==> src/rtl/fire_burst_encoder.sv <==
// fire_burst_encoder: turns each rising edge of a fire command into a 5-5-5 optical burst followed by a guard lockout
// Ports: i_clk_50M clock; i_rst async active-high reset; i_en channel enable (checked only in IDLE);
//        i_fire async level fire command; o_opt optical drive; o_busy FSM not IDLE;
//        o_overlap 1-cycle pulse when an edge is dropped; o_burst_cnt bursts started (wrapping).
// Option: define FIRE_BURST_FILTER_EN to require i_fire to stay high MIN_FIRE_CYC clocks before a burst.
module fire_burst_encoder #(
    parameter int PULSE_HIGH   = 250,
    parameter int PULSE_LOW    = 250,
    parameter int PULSE_NUM    = 3,
    parameter int GUARD_CYC    = 2500,
    parameter int MIN_FIRE_CYC = 50,
    parameter int CNT_W        = 16
) (
    input  logic             i_clk_50M,
    input  logic             i_rst,
    input  logic             i_en,
    input  logic             i_fire,
    output logic             o_opt,
    output logic             o_busy,
    output logic             o_overlap,
    output logic [CNT_W-1:0] o_burst_cnt
);
`ifdef FIRE_BURST_FILTER_EN
    typedef enum logic [2:0] {IDLE, HIGH, LOW, GUARD, FILTER} state_t;
`else
    typedef enum logic [1:0] {IDLE, HIGH, LOW, GUARD} state_t;
`endif
    if (PULSE_NUM < 2 || PULSE_NUM > 15 || MIN_FIRE_CYC < 1) begin : g_bad_params
        $error("fire_burst_encoder: illegal parameters");
    end
    state_t state, state_n;
    logic [CNT_W-1:0] cnt, cnt_n;
    logic [3:0] idx, idx_n;
    logic sync1, sync2, hist, fire_edge, start;
    always_comb begin
        state_n = state;
        cnt_n   = cnt + CNT_W'(1);
        idx_n   = idx;
        start   = 1'b0;
        unique case (state)
            IDLE: begin
                cnt_n = '0;
                idx_n = '0;
                if (fire_edge && i_en) begin
`ifdef FIRE_BURST_FILTER_EN
                    state_n = FILTER;
`else
                    state_n = HIGH;
                    start   = 1'b1;
`endif
                end
            end
`ifdef FIRE_BURST_FILTER_EN
            FILTER: begin
                if (!sync2) begin
                    state_n = IDLE;
                    cnt_n   = '0;
                end else if (cnt == CNT_W'(MIN_FIRE_CYC - 1)) begin
                    state_n = HIGH;
                    cnt_n   = '0;
                    start   = 1'b1;
                end
            end
`endif
            HIGH: begin
                if (cnt == CNT_W'(PULSE_HIGH - 1)) begin
                    state_n = LOW;
                    cnt_n   = '0;
                end
            end
            LOW: begin
                if (cnt == CNT_W'(PULSE_LOW - 1)) begin
                    cnt_n   = '0;
                    state_n = (idx == 4'(PULSE_NUM - 1)) ? GUARD : HIGH;
                    idx_n   = (idx == 4'(PULSE_NUM - 1)) ? idx : idx + 4'd1;
                end
            end
            GUARD: begin
                if (cnt == CNT_W'(GUARD_CYC - 1)) begin
                    state_n = IDLE;
                    cnt_n   = '0;
                end
            end
            default: begin
                state_n = IDLE;
                cnt_n   = '0;
            end
        endcase
    end
    // Outputs are registered copies of the current state, which sets the 4-clock fire-to-light latency.
    always_ff @(posedge i_clk_50M or posedge i_rst) begin
        if (i_rst) begin
            sync1       <= 1'b0;
            sync2       <= 1'b0;
            hist        <= 1'b0;
            fire_edge   <= 1'b0;
            state       <= IDLE;
            cnt         <= '0;
            idx         <= '0;
            o_opt       <= 1'b0;
            o_busy      <= 1'b0;
            o_overlap   <= 1'b0;
            o_burst_cnt <= '0;
        end else begin
            sync1       <= i_fire;
            sync2       <= sync1;
            hist        <= sync2;
            fire_edge   <= sync2 & ~hist;
            state       <= state_n;
            cnt         <= cnt_n;
            idx         <= idx_n;
            o_opt       <= state == HIGH;
            o_busy      <= state != IDLE;
            o_overlap   <= fire_edge && state != IDLE;
            o_burst_cnt <= o_burst_cnt + CNT_W'(start);
        end
    end
endmodule

==> config.mk <==
export PLATFORM = sky130hd
export DESIGN_NAME = fire_burst_encoder
export DESIGN_NICKNAME = d
export VERILOG_FILES = /design/src/rtl/fire_burst_encoder.sv
export SDC_FILE = /design/constraint.sdc
export NUM_CORES = 1
export LEC_CHECK = 0
export CAP_MARGIN = 10
export CORE_MARGIN = 3
export CORE_UTILIZATION = 45
export CTS_CLUSTER_SIZE = 24
export DETAILED_ROUTE_END_ITERATION = 10
export PLACE_DENSITY = 0.67
export SLEW_MARGIN = 10
export SYNTH_ARGS = -nofsm -noshare
export SYNTH_HDL_FRONTEND = slang
export SYNTH_SLANG_ARGS = --single-unit
==> constraint.sdc <==
create_clock -name i_clk_50M -period 6.3 [get_ports i_clk_50M]
set_clock_uncertainty 0.2 [all_clocks]
set_input_delay 1.26 -clock i_clk_50M [delete_from_list [all_inputs] [get_ports i_clk_50M]]
set_output_delay 1.26 -clock i_clk_50M [all_outputs]
set_load 0.02 [all_outputs]
* After elaboration in Yosys (flattened, before gate mapping)
Cells that the tools add are included.
Cells by class: bitwise logic cells 2, mux-type cells 14, reduce and logical (&&, ||, !) cells 8, add/sub/neg operators 3, eq/ne operators 11
Operators with widths (number):
- 16-bit case mux with 3 select lines | 1
- 16-bit two-way mux | 2
- 16-bit by 1-bit adder with 16-bit output | 1
- 16-bit by 1-bit adder with 16-bit output, second input constant | 1
- 16-bit by 12-bit == test with 1-bit output, second input constant | 1
- 16-bit by 8-bit == test with 1-bit output, second input constant | 1
- 2-bit two-way mux | 5
- 2-bit inequality test, second input constant | 5
- 4-bit two-way mux | 2
- 2-bit case mux with 4 select lines | 1
- 4-bit case mux with 2 select lines | 1
- 4-bit by 1-bit adder with 4-bit output, second input constant | 1
- 2-bit == test, second input constant | 2
- 4-bit by 2-bit == test with 1-bit output, second input constant | 1
- 4-bit AND reduction | 1
- 2-bit nonzero test | 2
- 3-bit AND reduction | 1
- 2-bit by 1-bit == test with 1-bit output, second input constant | 1
- 1-bit logical AND | 2
- 2-bit zero test | 1
- 1-bit two-way mux | 2
- 2-bit OR reduction | 1
- 1-bit bitwise AND | 1
- 1-bit NOT | 1
Storage, ports and cells: logic and storage cells 49, output and inout port bits 19, register bits 45, bits of input ports 4

* Logic depth before layout (Yosys ltp)
Gate-level depths: netlist of the first run.
word-level depth 4, mapped depth 10, gate-level depth less buffers 10

* Least setup slack after synthesis of the first run
Ideal clock, no wire load.
kind in2reg, start point in i_en, end point reg o_burst_cnt[12], stages 8, path slack 3.666 ns, arrival 2.303 ns, required time 5.970 ns, library setup time 0.130 ns, cells stage by stage nand2_1 > nor2_1 > ha_1 > ha_1 > nand3_1 > nor3_1 > nand2_1 > xnor2_1
On the way: cells in the longest elaborated chain, start to end 4
RTL lines:
- from (decl) | line 16 | input logic i_en,
- 1-bit logical AND | line 44 | if (fire_edge && i_en) begin
- 1-bit two-way mux | line 44
- 1-bit two-way mux | line 40 | unique case (state)
- 16-bit by 1-bit adder with 16-bit output | line 115 | o_burst_cnt <= o_burst_cnt + CNT_W'(start);
- to (signal assigned) | line 115
- to (decl) | line 21 | output logic [CNT_W-1:0] o_burst_cnt
No other way between the ends. A chain may end at the register's enable or synchronous reset.

* Final worst setup path of the first run
Ends and elaborated chain as after synthesis.

==> impl_metrics.ini, run 1 <==
[setup_path]
cp_slowest_cell = clkdlybuf4s50_1
critPathLaunchType = input port
rrSetupSlack_ns = 3.98
critical_path.max_fanout = 3
path_class = input port to flop
cp_data_arrival_time_ns = 2.91
cp_data_required_time_ns = 6.28
crit_chain = clkdlybuf4s50_1 > nand2_1 > nor2_1 > ha_1 > ha_1 > nand3_1 > nor3_1 > nand2_1 > xnor2_1
critPathMaxStageDelay_ns = 0.46
crit_path_end_kind = flop

[timing]
period_share = 0.465
finalCriticalPeriod_ns = 2.93
slew_violations = 0
relSlewSlack = 0.365
finalSetupViolations = 0
worst_pin_slew_ns = 0.939
hold_viol = 0
rsz0062_at_grt = false
max_freq_ghz = 0.341
fin_setup_tns_ns = 0

[cells_and_area]
multi_input_area_um2 = 928
num_antenna_cells = 0
fin_cells = 274
regArea_um2 = 1130
drive_gt1_frac = 0.0676
fillCellCount = 426
areaGrowthSynthToFinish_pct = 17.7
fin_nets = 236

[drt]
via_per_inst = 5.13
ant_nets = 0
drc_errors = 0
dr.pass1.iters = 4
drtIter0Drc = 52
wirelength_mm = 3.48
vias = 1406
wl_per_cell_um = 12.7

[cts]
clockBufferDepth = 2
tritoncts = done
cts-hold-fix-buffers = 0
clk_latency_ns = 0.30
clock_sinks = 45
post_cts_resized = 0
htreeDepth = 2
cts_buffers = 5
clkSlewWorstSetupHoldPaths_ns = 0.08
cts_root_buffer = clkbuf_8
post_cts_buffers = 0

[global_route]
grt_pass1_wl_mm = 6.27
overflow = 0
antenna_found_initial = 0
grt_max_degree = 46
grt.total_usage = 0.146
grt_pass1_vias = 1375

[floorplanning]
die_h_um = 74.4
chipWidth_um = 74.4
dieArea_um2 = 5530
io_pins = 23
num_rows = 24
start_util = 0.473
core-area_um2 = 4440

[logic_synthesis]
syn_inst = 192
yosysWarnings = 0
ys_types = 36
yosys_most_used_dff = dfrtp_1
synthArstFlopShare = 1.00
ys_seq_elements = 45
yosysTopAreaCell = dfrtp_1
synth_edf_count = 0
syn-num-nets = 207
synth.area.top_cells = dfrtp_1, xnor2_1, ha_1, nor2_1, xor2_1
synth_area_um2 = 2100
synth.top_cell.area_share = 0.535
ys_seq_area_frac = 0.535
avgSynthCellArea_um2 = 11.0

[hold_path]
hold_path.class = flop to flop

[placed_design]
dp.cells = 266
dp_hpwl_mm = 2.42
place_congestion = 0.740
numPortBuffers = 22

[status]
status = complete, no violations

[power]
max-vdd-ir-drop_uv = 134
power.density_nw_per_um2 = 191
p_leak_nw = 1.09

[run]
drv_cap = 0
[worst max-delay path: cells and delay by family]
family | cells | cell delay, ns
xor+xnor | 1 | 0.13
fa+ha+maj | 2 | 0.37
buf+inv | 1 | 0.46
simple gates | 5 | 0.70
[layer usage]
| layer | wire length, µm | share of wire | global-route usage | vias to the layer above |
|---|---|---|---|---|
| met4 | 31 | 0.0089 | 0.0494 | 0 |
| met3 | 171 | 0.049 | 0.0459 | 4 |
| met5 | 0 | 0 | 0 | - |
| met1 | 1680 | 0.48 | 0.198 | 670 |
| met2 | 1590 | 0.46 | 0.223 | 24 |
| li1 | - | - | - | 708 |
[kinds of logic (layout without fill, tap and decap cells)]
| logic type | count (synthesis) | after routing | synth area share |
|---|---|---|---|
| AND/OR/NAND/NOR | 82 | 82 | 0.207 |
| flip-flops | 45 | 45 | 0.535 |
| XOR/XNOR | 28 | 28 | 0.117 |
| AO/OA/AOI/OAI | 13 | 13 | 0.0476 |
| buffers and inverters | 12 | 42 | 0.0232 |
| adder cells (fa/ha/maj) | 11 | 11 | 0.0654 |
| multiplexers | 1 | 1 | 0.00476 |
[power breakdown]
| group | total (mW) | leakage (nW) | internal [mW] | switching [mW] |
|---|---|---|---|---|
| Sequential | 0.291 | 0.590 | 0.290 | 0.000488 |
| Combinational | 0.00937 | 0.456 | 0.00298 | 0.00639 |
| Clock | 0.173 | 0.0439 | 0.0766 | 0.0968 |
[sequential cells by signal, indices dropped and copies added (netlist names)]
register	flops
o_burst_cnt	16
state	2
o_opt	1
fire_edge	1
sync1	1
o_overlap	1
hist	1
o_busy	1
cnt	16
sync2	1
idx	4
[synthesized netlist by cell type, types with 3 or more instances]
master   count
dfrtp_1     45
nor2_1      27
xnor2_1     19
nand2_1     14
nand3_1     12
ha_1        11
inv_1       11
xor2_1       9
nand4_1      7
and3_1       3
nor3_1       3
o21ai_0      3
[layout by cell type (no fill, tap or decap), types with 5 or more instances in the layout]
cell             netlist  final
clkbuf_8               0      5
clkdlybuf4s50_1        0     22
dfrtp_1               45     45
ha_1                  11     11
inv_1                 11     10
nand2_1               14     14
nand3_1               12     12
nand4_1                7      7
nor2_1                27     27
xnor2_1               19     19
xor2_1                 9      9
[through the flow]
| step | area [µm²] | total power [mW] | hold slack (ns) | worst slack [ns] | util |
|---|---|---|---|---|---|
| CTS | 2470 | 0.481 | 0.156 | 3.37 | 0.557 |
| finish | 2470 | 0.473 | 0.154 | 3.37 | 0.557 |
| global route | 2470 | 0.490 | 0.169 | 3.21 | 0.557 |
| detailed placement | 2390 | 0.306 | 0.136 | 3.05 | 0.537 |
| floorplan | 2100 | 0.302 | 0.131 | 3.67 | - |
| global placement | 2390 | 0.306 | 0.131 | 3.11 | 0.537 |
[final cells by class]
type | count | share of cell area
flip-flops and latches | 45 | 0.455
repair buffers | 23 | 0.0920
clock buffers | 5 | 0.0278
well taps | 52 | 0.0263
inverters | 11 | 0.0167
multi-input cells | 135 | 0.375
clock inverters | 3 | 0.00708
[worst paths after layout]
path | endpoint | start | depth (start not counted)
worst max-delay path | o_burst_cnt[12]$_DFF_PP0_ | i_en | 9
min in group asynchronous | o_burst_cnt[4]$_DFF_PP0_ | i_rst | 3
worst max register to register | o_burst_cnt[12]$_DFF_PP0_ | state[0]$_DFFE_PP0P_ | 10
worst min register to register | sync2$_DFF_PP0_ | sync1$_DFF_PP0_ | 0
max in group asynchronous | cnt[8]$_DFF_PP0_ | i_rst | 3
worst min-delay path | sync2$_DFF_PP0_ | sync1$_DFF_PP0_ | 0
Power figures use the tool's default switching activity.
==> inputs of run 2 (changes only) <==
Clock period 6.3 ns to 2.8 ns, I/O delays scaled along.
==> impl_metrics.ini, run 2 (same netlist as run 1, synthesis figures left out) <==
[floorplanning]
num_rows = 24
chipWidth_um = 74.4
start_util = 0.473
die_h_um = 74.4
dieArea_um2 = 5530
io_pins = 23
core-area_um2 = 4440

[drt]
via_per_inst = 5.11
dr.pass1.iters = 4
drc_errors = 0
ant_nets = 0
vias = 1404
wirelength_mm = 3.56
wl_per_cell_um = 13.0
drtIter0Drc = 40

[cts]
cts_buffers = 5
tritoncts = done
cts_root_buffer = clkbuf_8
post_cts_resized = 0
post_cts_buffers = 0
clockBufferDepth = 2
htreeDepth = 2
cts-hold-fix-buffers = 0
clk_latency_ns = 0.29
clkSlewWorstSetupHoldPaths_ns = 0.09
clock_sinks = 45

[setup_path]
crit_path_end_kind = flop
path_class = flop to flop
critPathMaxStageDelay_ns = 0.44
crit_family = simple AND/OR/NAND/NOR gates
cp_slowest_cell = dfrtp_1
critPathLaunchType = flop
cp_common_cell = ha_1
crit_chain = inv_1 > ha_1 > inv_1 > nor2_1 > ha_1 > ha_1 > nand3_1 > nor3_1 > nand2_1 > xnor2_1
path_buf_inv = 2
cp_data_required_time_ns = 2.77
critical_path.max_fanout = 4
cp_data_arrival_time_ns = 2.29

[cells_and_area]
num_antenna_cells = 0
layout_commonest_cell = dfrtp_1
drive_gt1_frac = 0.0717
areaGrowthSynthToFinish_pct = 18.0
fin_area_um2 = 2480
final_cell_mix = dfrtp_1, nor2_1, clkdlybuf4s50_1
top_regs = cnt (16), o_burst_cnt (16), idx (4)
fillCellCount = 402
fin_nets = 237

[placed_design]
place_area_um2 = 2400
dp_hpwl_mm = 2.52
place_congestion = 0.767
numPortBuffers = 22

[power]
power.density_nw_per_um2 = 425
p_leak_nw = 1.09
pwr-share-seq = 0.620
sw_frac_of_total = 0.212
clkPwrFrac = 0.360
combPwrFrac = 0.020
max-vdd-ir-drop_uv = 352
p_switching_uw = 223
internal_power_uw = 832

[hold_path]
hold_path.class = flop to flop

[global_route]
grt_pass1_vias = 1382
grt_pass1_wl_mm = 6.20
grt_max_degree = 46
antenna_found_initial = 0
grt.total_usage = 0.144
overflow = 0

[timing]
fin_setup_tns_ns = 0
max_freq_ghz = 0.431
hold_viol = 0
period_share = 0.828
finalCriticalPeriod_ns = 2.32
worst_pin_slew_ns = 0.550
slew_violations = 0
relSlewSlack = 0.633
rsz0062_at_grt = false
finalSetupViolations = 0

[run]
drv_cap = 0

[status]
status = complete, no violations
==> run 2: cell types whose count changed in the layout (fill, tap and decap cells not counted), sizes merged <==
cell / change
buf: +1
==> run 2: per-layer routing <==
| metal | routed length [µm] | vias to the layer above | track usage |
|---|---|---|---|
| met5 | 0 | - | 0 |
| met2 | 1650 | 24 | 0.238 |
| li1 | - | 708 | - |
| met4 | 36 | 0 | 0.0435 |
| met3 | 123 | 4 | 0.0324 |
| met1 | 1750 | 668 | 0.190 |
==> run 2: power by group through the flow <==
stage	combinational [mW]	sequential [mW]	clock, mW
final	0.0209	0.654	0.380
after global routing	0.0242	0.655	0.419
after CTS	0.0221	0.654	0.395
after detailed placement	0.0221	0.667	0
after global placement	0.0223	0.667	0
after floorplan	0.0108	0.668	0
==> run 2: path summary, 6_finish.rpt <==
check / end / slack, ns / startpoint / depth (start not counted)
max: o_burst_cnt[14]$_DFF_PP0_ / 0.48 / state[0]$_DFFE_PP0P_ / 10
min: sync2$_DFF_PP0_ / 0.15 / sync1$_DFF_PP0_ / 0
max reg2reg: o_burst_cnt[14]$_DFF_PP0_ / 0.48 / state[0]$_DFFE_PP0P_ / 10
min reg2reg: sync2$_DFF_PP0_ / 0.15 / sync1$_DFF_PP0_ / 0
max in group asynchronous: cnt[4]$_DFF_PP0_ / 1.51 / i_rst / 3
min in group asynchronous: o_burst_cnt[1]$_DFF_PP0_ / 0.51 / i_rst / 3
==> run 2: metrics by stage <==
stage / setup WS (ns) / instances / total power [mW] / hold slack (ns) / utilization
after CTS: 0.454 / 275 / 1.07 / 0.156 / 0.559
after global routing: 0.253 / 275 / 1.10 / 0.176 / 0.559
after detailed placement: 0.250 / 267 / 0.689 / 0.138 / 0.539
after floorplan: 0.713 / 192 / 0.679 / 0.131 / -
final: 0.482 / 275 / 1.05 / 0.154 / 0.559
after global placement: 0.303 / 267 / 0.689 / 0.134 / 0.539
==> run 2: layout make-up <==
cell class / count / area [µm²] / area share
clock buffer: 5 / 68.8 / 0.0277
clock inverter: 3 / 17.5 / 0.00706
inverter: 11 / 41.3 / 0.0166
multi-input combinational: 135 / 928 / 0.374
sequential: 45 / 1130 / 0.454
tap: 52 / 65.1 / 0.0262
timing repair buffer: 24 / 235 / 0.0948
==> inputs of run 3 (changes only) <==
Clock period 2.8 ns to 2.2 ns, I/O delays scaled along.
==> impl_metrics.ini, run 3 (same netlist as run 1, synthesis figures left out) <==
[cells_and_area]
final_cell_mix = dfrtp_1, nor2_1, clkdlybuf4s50_1
regArea_um2 = 1130
top_regs = cnt (16), o_burst_cnt (16), idx (4)
layout_commonest_cell = dfrtp_1
areaGrowthSynthToFinish_pct = 30.9
drive_gt1_frac = 0.202
num_antenna_cells = 0
fillCellCount = 366
fin_nets = 257
multi_input_area_um2 = 985

[cts]
clk_latency_ns = 0.30
cts-hold-fix-buffers = 0
clockBufferDepth = 2
tritoncts = done
htreeDepth = 2
cts_buffers = 5
clock_sinks = 45
clkSlewWorstSetupHoldPaths_ns = 0.08
cts_root_buffer = clkbuf_8

[drt]
wirelength_mm = 3.81
drtIter0Drc = 77
via_per_inst = 5.16
vias = 1523
ant_nets = 0
drc_errors = 0
wl_per_cell_um = 12.9
dr.pass1.iters = 4

[setup_path]
critical_path.max_fanout = 6
path_class = flop to flop
crit_path_end_kind = flop
cp_data_arrival_time_ns = 2.09
cp_data_required_time_ns = 2.23
critPathLaunchType = flop

[global_route]
grt_max_degree = 46
antenna_found_initial = 0
grt_pass1_vias = 1487
grt_pass1_wl_mm = 6.73
grt.total_usage = 0.158
overflow = 0

[timing]
relSlewSlack = 0.662
finalSetupViolations = 0
period_share = 0.938
slew_violations = 0
holdWs_ns = 0.152
hold_viol = 0
max_freq_ghz = 0.485
worst_pin_slew_ns = 0.499
finalCriticalPeriod_ns = 2.06

[power]
power.density_nw_per_um2 = 577
max-vdd-ir-drop_uv = 414
p_total_mw = 1.59
p_leak_nw = 1.22

[floorplanning]
num_rows = 24
chipWidth_um = 74.4
dieArea_um2 = 5530
core-area_um2 = 4440
start_util = 0.473
io_pins = 23
die_h_um = 74.4

[placed_design]
dp_hpwl_mm = 2.74
place_congestion = 0.808
numPortBuffers = 22

[run]
drv_cap = 0

[hold_path]
hold_path.class = flop to flop

[status]
status = complete, no violations
run 3: changes by cell type in the layout (fill, tap and decap cells not counted), moves of 2 or more:
cell       previous run  this run
ha_1                 11         9
nor2_2                0         2
inv_1                10         8
bufinv_16             0         2
nor2_1               27        24
buf_4                 2        20
inv_2                 0         2
nand3_2               0         3
nand3_1              12         9
run 3: area by class of cell:
cell class	instances	area share
inverter	11	0.0150
timing repair buffer	44	0.146
sequential	45	0.409
clock inverter	3	0.0236
tap	52	0.0236
multi-input combinational	135	0.358
clock buffer	5	0.0250
run 3: timing repair:
action                     CTS  global route
setup endpoints to repair    5            11
pin swaps                    0             6
resized for setup            2            15
buffers inserted             0             5
run 3: final timing paths:
kind	end	cells past startpoint	from	slack, ns
max	idx[2]$_DFFE_PP0P_	7	cnt[1]$_DFF_PP0_	0.14
min	sync2$_DFF_PP0_	0	sync1$_DFF_PP0_	0.15
max reg2reg	idx[2]$_DFFE_PP0P_	7	cnt[1]$_DFF_PP0_	0.14
min reg2reg	sync2$_DFF_PP0_	0	sync1$_DFF_PP0_	0.15
max in group asynchronous	cnt[1]$_DFF_PP0_	3	i_rst	1.31
min in group asynchronous	o_burst_cnt[9]$_DFF_PP0_	3	i_rst	0.28
run 3: worst max-delay path, cell delays in order, from the launching register on:
cell	delay, ns
dfrtp_1	0.38
inv_1	0.05
ha_1	0.15
nor4b_2	0.19
nand4_1	0.21
o21ba_4	0.29
or4_1	0.39
a21oi_1	0.13
run 3: per-layer routing:
metal	wire [µm]	global-route usage
met5	0	0
met4	51	0.0534
met3	170	0.0405
met2	1860	0.248
met1	1730	0.212
run 3: through the flow:
step	worst slack [ns]	setup TNS (ns)	instances	util	instance area, µm²
final	0.136	0	295	0.619	2750
after global routing	-0.00800	-0.0142	295	0.619	2750
after CTS	0.00995	0	290	0.599	2660
after detailed placement	-0.188	-1.11	282	0.567	2520
after global placement	-0.0906	-0.379	282	0.567	2520
after floorplan	0.113	0	192	-	2100
run 3: power breakdown:
group | internal [mW] | switching (mW) | total [mW] | leakage [nW]
combinational | 0.0119 | 0.0193 | 0.0312 | 0.562
clock | 0.451 | 0.273 | 0.724 | 0.0681
sequential | 0.831 | 0.00142 | 0.832 | 0.590
==> patch (settings of run 3) <==
Change the parameter `CNT_W` from 16 to 14.
--- a/src/rtl/fire_burst_encoder.sv
+++ b/src/rtl/fire_burst_encoder.sv
@@ -11,3 +11,3 @@
     parameter int MIN_FIRE_CYC = 50,
-    parameter int CNT_W        = 16
+    parameter int CNT_W        = 14
 ) (
Interface: changed (resized o_burst_cnt); port bits go from 23 to 21. No check against the original RTL was run, so the function may have changed too.
==> patch against run 3 <==
- routed wire length rose by 5.7%
- synthesized area fell by 4.0%
- design area fell by 9.5%
- power fell by 17%
- setup slack got worse by 0.086 ns
- critical path depth rose by 3
- die area fell by 3.7%
- sequential cell count fell by 4
- count of clock-buffer cells in the layout rose by 2
- sequential share of layout area rose by 0.26 points
==> patch: results (changes against run 3) <==
Run status
  – Status: finished, final reports clean

Logic synthesis
  – Mux share of post-synthesis cell area: 0 (-0.00476)
  – Top post-synthesis cells by area: dfrtp_1 51%, ha_1 6.8%, xor2_1 6.1%, nand3_1 4.0%, xnor2_1 3.5%
  – Synth Area in XOR/XNOR: 0.0955 (-0.0211)
  – Post-synth top cells: 41 x dfrtp_1, 16 x nand3_1, 14 x xor2_1
  – Syn nets: 201 (-2.9%)
  – Yosys cell types: 37 (+2.8%)
  – Compound-Gate Fraction of Synth Area: 0.0645 (+0.0169)
  – Seq/Total Area, Yosys: 0.508 (-0.0270)

Drt
  – DRT iter0 DRCs: 125 (+62%)
  – Wire length on met1: 1.96 mm (+13%)
  – Met2 wire length: 1.84 mm (-0.75%)
  – DR WL/cell: 14.9 µm (+15%)

Global route
  – Met3 usage: 0.0372 (-0.00335)

Setup path
  – Worst Reg-to-Reg Cells: 10 (+3)
  – R2R Path End: o_burst_cnt[10]
  – Critical R2R Launch: state[1]
  – Crit path DAT: 2.17 ns (+0.08 ns)
  – Flop2flop setup slack: 0.05 ns (-0.09 ns)

Power and ir drop
  – Part of the power in the clock network: 0.404 (-0.052)
  – P_leak: 0.00112 µW (-7.9%)
  – Flop pwr share: 0.576 (+0.052)

Layout
  – Fillers: 343 (-6.3%)
  – Top Registers: cnt x14, o_burst_cnt x14, idx x4
  – Layout cell share with drive strength beyond 1: 0.159 (-0.0426)

Place
  – RD Place Congestion: 0.836 (+3.5%)
-- patch: through the flow --
| step | std cells | hold slack [ns] | TNS (ns) | power [µW] | utilization |
|---|---|---|---|---|---|
| finish | 270 | 0.162 | 0 | 1320 | 0.597 |
| global placement | 258 | 0.136 | -0.239 | 801 | 0.557 |
| floorplan | 186 | 0.131 | 0 | 788 | - |
| detailed placement | 258 | 0.150 | -0.575 | 802 | 0.557 |
| global route | 270 | 0.176 | -0.137 | 1370 | 0.597 |
| CTS | 266 | 0.167 | 0 | 1340 | 0.582 |
-- patch: worst min path at each step --
stage	endpoint	slack, ns	cells past startpoint
after floorplan	sync2	0.13	0
after global placement	sync2	0.14	0
after detailed placement	sync2	0.15	0
after CTS	sync2	0.17	0
after global routing	sync2	0.18	0
final	sync2	0.16	0
-- patch: final cells by class --
cell class	count	area share
Clock buffer	7	0.0387
Timing Repair Buffer	34	0.128
Tap cell	50	0.0251
Clock inverter	1	0.00201
Multi-Input combinational cell	129	0.383
Inverter	8	0.0120
Sequential cell	41	0.412
